File: config.mk
export PLATFORM = sky130hd
export DESIGN_NAME = vram_write_queue
export DESIGN_NICKNAME = d
export VERILOG_FILES = /design/src/rtl/vram_write_queue.sv
export SDC_FILE = /design/constraint.sdc
export NUM_CORES = 1
export LEC_CHECK = 0
export CORE_MARGIN = 2
export CORE_UTILIZATION = 50
export DETAILED_ROUTE_END_ITERATION = 8
export GPL_ROUTABILITY_DRIVEN = 0
export GPL_TIMING_DRIVEN = 0
export HOLD_SLACK_MARGIN = 0.05
export PLACE_DENSITY = 0.67
export RECOVER_POWER = 50
export SYNTH_ARGS = -nofsm -noshare
export SYNTH_HDL_FRONTEND = slang
export SYNTH_SLANG_ARGS = --single-unit
File: constraint.sdc
create_clock -name clk -period 2.8 [get_ports clk]
set_input_delay 0.56 -clock clk [delete_from_list [all_inputs] [get_ports clk]]
set_output_delay 0.56 -clock clk [all_outputs]
set_load 0.005 [all_outputs]
File: src/rtl/vram_write_queue.sv
`default_nettype none
// ============================================================================
// Module      : vram_write_queue
// Description : Buffers CPU writes and drains them onto the VRAM write bus
//               only while the video timing block reports a writable window.
// Revision    : 1.0 - initial release
// ============================================================================

`ifndef VRAM_ADDR_WIDTH
`define VRAM_ADDR_WIDTH 12
`endif

module vram_write_queue #(
  parameter int ADDR_WIDTH = `VRAM_ADDR_WIDTH,
  parameter int DEPTH_LOG2 = 4
) (
  input  logic                  clk,
  input  logic                  rst,
  input  logic                  cpu_wr_valid,
  output logic                  cpu_wr_ready,
  input  logic [ADDR_WIDTH-1:0] cpu_addr,
  input  logic [7:0]            cpu_data,
  input  logic                  flush,
  input  logic                  writable,
  output logic                  vram_wen,
  output logic [ADDR_WIDTH-1:0] address,
  output logic [7:0]            data,
  output logic [DEPTH_LOG2:0]   pending,
  output logic                  late,
  output logic [7:0]            frame_writes
);

  localparam int DEPTH = 1 << DEPTH_LOG2;
  localparam logic [DEPTH_LOG2:0] FULL_COUNT = (DEPTH_LOG2 + 1)'(DEPTH);

  localparam logic [1:0] ST_IDLE    = 2'd0;
  localparam logic [1:0] ST_PENDING = 2'd1;
  localparam logic [1:0] ST_DRAIN   = 2'd2;

  logic [ADDR_WIDTH+7:0] mem [DEPTH];
  logic [ADDR_WIDTH+7:0] head;
  logic [DEPTH_LOG2-1:0] wr_ptr;
  logic [DEPTH_LOG2-1:0] rd_ptr;
  logic [DEPTH_LOG2:0]   count;
  logic [DEPTH_LOG2:0]   count_next;
  logic [1:0]            state;
  logic [1:0]            state_next;
  logic                  late_next;
  logic                  writable_q;
  logic                  empty;
  logic                  full;
  logic                  push;
  logic                  pop;
  logic                  window_open;

  assign empty        = (count == '0);
  assign full         = (count == FULL_COUNT);
  assign cpu_wr_ready = !full && !flush;
  assign push         = cpu_wr_valid && cpu_wr_ready;
  assign vram_wen     = writable && !empty && !flush;
  assign pop          = vram_wen;
  assign pending      = count;
  assign window_open  = writable && !writable_q;

  // Head is read asynchronously; the bus idles at zero when nothing is queued.
  assign head    = mem[rd_ptr];
  assign address = empty ? '0 : head[ADDR_WIDTH+7:8];
  assign data    = empty ? '0 : head[7:0];

  always_ff @(posedge clk) begin
    if (push) begin
      mem[wr_ptr] <= {cpu_addr, cpu_data};
    end
  end

  always_comb begin
    count_next = count;
    case ({push, pop})
      2'b10:   count_next = count + (DEPTH_LOG2 + 1)'(1);
      2'b01:   count_next = count - (DEPTH_LOG2 + 1)'(1);
      default: count_next = count;
    endcase
  end

  always_comb begin
    state_next = state;
    late_next  = late;
    if (flush) begin
      state_next = ST_IDLE;
      late_next  = 1'b0;
    end else if (count_next == '0) begin
      state_next = ST_IDLE;
    end else begin
      case (state)
        ST_IDLE:    state_next = writable ? ST_DRAIN : ST_PENDING;
        ST_PENDING: state_next = writable ? ST_DRAIN : ST_PENDING;
        ST_DRAIN: begin
          if (!writable) begin
            state_next = ST_PENDING;
            late_next  = 1'b1;
          end
        end
        default:    state_next = ST_IDLE;
      endcase
    end
  end

  always_ff @(posedge clk or negedge rst) begin
    if (!rst) begin
      wr_ptr     <= '0;
      rd_ptr     <= '0;
      count      <= '0;
      state      <= ST_IDLE;
      late       <= 1'b0;
      writable_q <= 1'b0;
    end else begin
      writable_q <= writable;
      state      <= state_next;
      late       <= late_next;
      if (flush) begin
        wr_ptr <= '0;
        rd_ptr <= '0;
        count  <= '0;
      end else begin
        count <= count_next;
        if (push) begin
          wr_ptr <= wr_ptr + DEPTH_LOG2'(1);
        end
        if (pop) begin
          rd_ptr <= rd_ptr + DEPTH_LOG2'(1);
        end
      end
    end
  end

  // A write issued in the cycle the window opens counts as the first of the new window.
  always_ff @(posedge clk or negedge rst) begin
    if (!rst) begin
      frame_writes <= 8'd0;
    end else if (window_open) begin
      frame_writes <= {7'd0, vram_wen};
    end else if (vram_wen && (frame_writes != 8'hFF)) begin
      frame_writes <= frame_writes + 8'd1;
    end
  end

endmodule

`default_nettype wire
==> metrics.txt <==
run status complete, but fails checks; failing checks negative setup slack; worst-skew pair later-pin latency 0.51 ns; vias in the first global route 7,381; die width 169.6 µm; Synth Area in XOR/XNOR 0.008947; CTS Root Cell clkbuf_16; Max-cap violations 0; # setup viols final 24; mux contribution to synthesized area 0.1688; CP max FO 6; Synth Area in Simple Gates 0.03971; max_slew headroom 0.2391; fin worst setup slack -0.4412 ns; Final Non-Filler Cells 1,152; TritonRoute pass-1 iters 5; Cells after Synth 640; Fillers 1,847; Yosys reg bits 345; Mapped Area 13,710 µm²; CTS Buf Count 37; post-place setup slack -0.8245 ns; Net Sw Frac 0.2200; Syn Area/Cell 21.42 µm²; Hold WC Path Type in2reg; P_sw 2.700 mW; Pint 9.573 mW; critical path's slowest cell mux4_2; port buffer count 60; Syn Nets 674; area grow syn2layout 21.98%; Synth Flop Type edfxtp_1; Compound-Gate Fraction of Synth Area 0.01424; crit path launch type register; num ports 61; Final Max Tran Viols 0; Worst Hold Slack 0.3992 ns; number of synthesis warnings 0; crit path time final 3.241 ns; CTS Buffer Depth 3; Lkg Pwr 5.553 nW; WP buf/inv 5; Setup CP Type reg2out; CP peak stage delay 0.48 ns; # H-tree levels 2; die area 28,750 µm²; total power 12.27 mW; CP arrival 2.68 ns; detailed-route DRC error count 0; Die H 169.6 µm; first-pass GRT wire length 45,570 µm; placed cell areas 14,770 µm²; delay-heaviest family, CP multiplexers; worst path required time 2.24 ns; Comb pwr share 0.143; main combinational cell family by area after synthesis multiplexers; Worst-Margin Slew 1.138 ns; hpwl dp 16,450 µm; fin crit share 1.158; area of the multi-input gates 3452 µm²; most frequent cells in the layout edfxtp_1, mux4_2, buf_4, clkbuf_16, dfrtp_1; CTS clk-pin slew, worst paths 0.06 ns; antenna-violating nets left 0; Critical Path Sink Type output port; grt ovf 0; GRT Util Overall 0.2215; fmax 308.5 MHz; nets@finish 821; # clock sinks 345; antenna cells 0; Adder-Cell Fraction of Synth Area 0.008216; fin area 16,720 µm²; Iteration-0 DRC Markers 658; unrepaired setup endpoints after global routing true; Util after Layout 0.6203; FF+latch area 10,240 µm²; antenna violations before repair 1; Routed wire per std cell 27.01 µm; CTS tree done; Post-synth ARST share 0.07246; DRT Wirelength 31,110 µm; Flop pwr share 0.468; core area 26,950 µm²; commonest non-fill, non-tap cell in the layout edfxtp_1; Hold Fails Final Rpt 0; drt via density 6.036; register area share after synthesis 0.7468; Row Count 60; cell seen most often among critical-path stages buf_12; cell area power density 734.1 nW/µm²; clock skew 0.008040 ns; total negative slack -8.037 ns; Initial Utilization 0.5085; Critical Path, Cell by Cell buf_12 > buf_12 > buf_12 > buf_6 > mux4_2 > mux4_2 > nor2b_4 > buf_2; worst vdd ir 0.5115 mV; placed cell count 1,041; number of synthesized flops with an enable pin 320; clock network power share 0.389; largest net degree at the start of global routing 26; Via Count 6,953; Distinct cells, synth 41; share of layout cells above drive strength 1 0.3600
[worst paths after layout]
check	to	slack, ns	cells after the start	from
worst max-delay path	address[8]	-0.44	8	rd_ptr[0]
worst min-delay path	writable_q	0.40	1	writable
worst max register to register	state[1]	-0.27	13	pending[0]
worst min register to register	frame_writes[0]	0.45	1	writable_q
max in group asynchronous	rd_ptr[0]	1.32	1	rst
min in group asynchronous	frame_writes[2]	0.72	1	rst
[cells by family after synthesis]
family | count (synthesis)
AOI/OAI and AO/OA | 27
xor gates and xnor gates | 14
adders and majority gates | 9
buffers and inverters | 42
DFF | 345
muxes | 106
and+or+nand+nor | 97
[area by class of cell]
class,count,share of cell area
buffer,25,0.01714
clock buffer,46,0.05740
timing repair buffer,116,0.06623
inverter,9,0.002170
sequential,345,0.6123
clock inverter,17,0.01272
multi-input combinational,253,0.2065
tap,341,0.02552
[layer usage]
metal	vias up	track usage	routed length (µm)
met3	70	0.03731	1842
met1	3684	0.2886	12260
li1	2935	-	-
met2	262	0.3876	16200
met5	-	0	15
met4	2	0.06429	793
[cells in the mapped netlist, types with 2 or more instances]
cell type  count  area, µm²
or3_1          2      12.51
dfrtp_1       25      625.6
nand3b_1       2      15.01
a21oi_1        8      40.04
nand2_1        9      33.78
buf_1          6      22.52
and2_1        16      100.1
mux4_2       100       2252
mux2i_1        5      50.05
a311oi_1       2      17.52
o21ai_0        6      30.03
nor2b_1       24      150.1
and3b_1        2      17.52
clkbuf_1      12      45.04
nand3_1        2      10.01
ha_1           9      112.6
nor2_1        23      86.33
nor3_1         3      15.01
xnor2_1        8      70.07
xor2_1         6      52.55
edfxtp_1     320       9609
o31ai_1        2      15.01
a211oi_1       2      15.01
nor4_1         2      12.51
nand4_1        4      25.02
and3_1         4      25.02
buf_2         14      70.07
inv_1          9      33.78
[power groups by stage]
stage	Sequential, mW	Combinational, mW	Clock [mW]
after detailed placement	5.84	1.33	0
after global routing	5.74	1.86	5.03
after floorplan	5.83	0.812	0
after CTS	5.73	1.75	4.81
final	5.74	1.75	4.78
after global placement	5.83	1.29	0
[registers in the layout (all words and copies together), names as in the netlist]
name,cells
frame_writes,8
late,1
mem,320
pending,5
rd_ptr,4
state,2
wr_ptr,4
writable_q,1
[repair_timing]
item	CTS	global route
hold buffers	0	0
setup buffers	44	13
resized for setup	199	39
endpoints found under the setup margin	267	107
gates cloned	2	0
pin swaps	8	13
No activity file was read; power rests on OpenSTA's default activity.
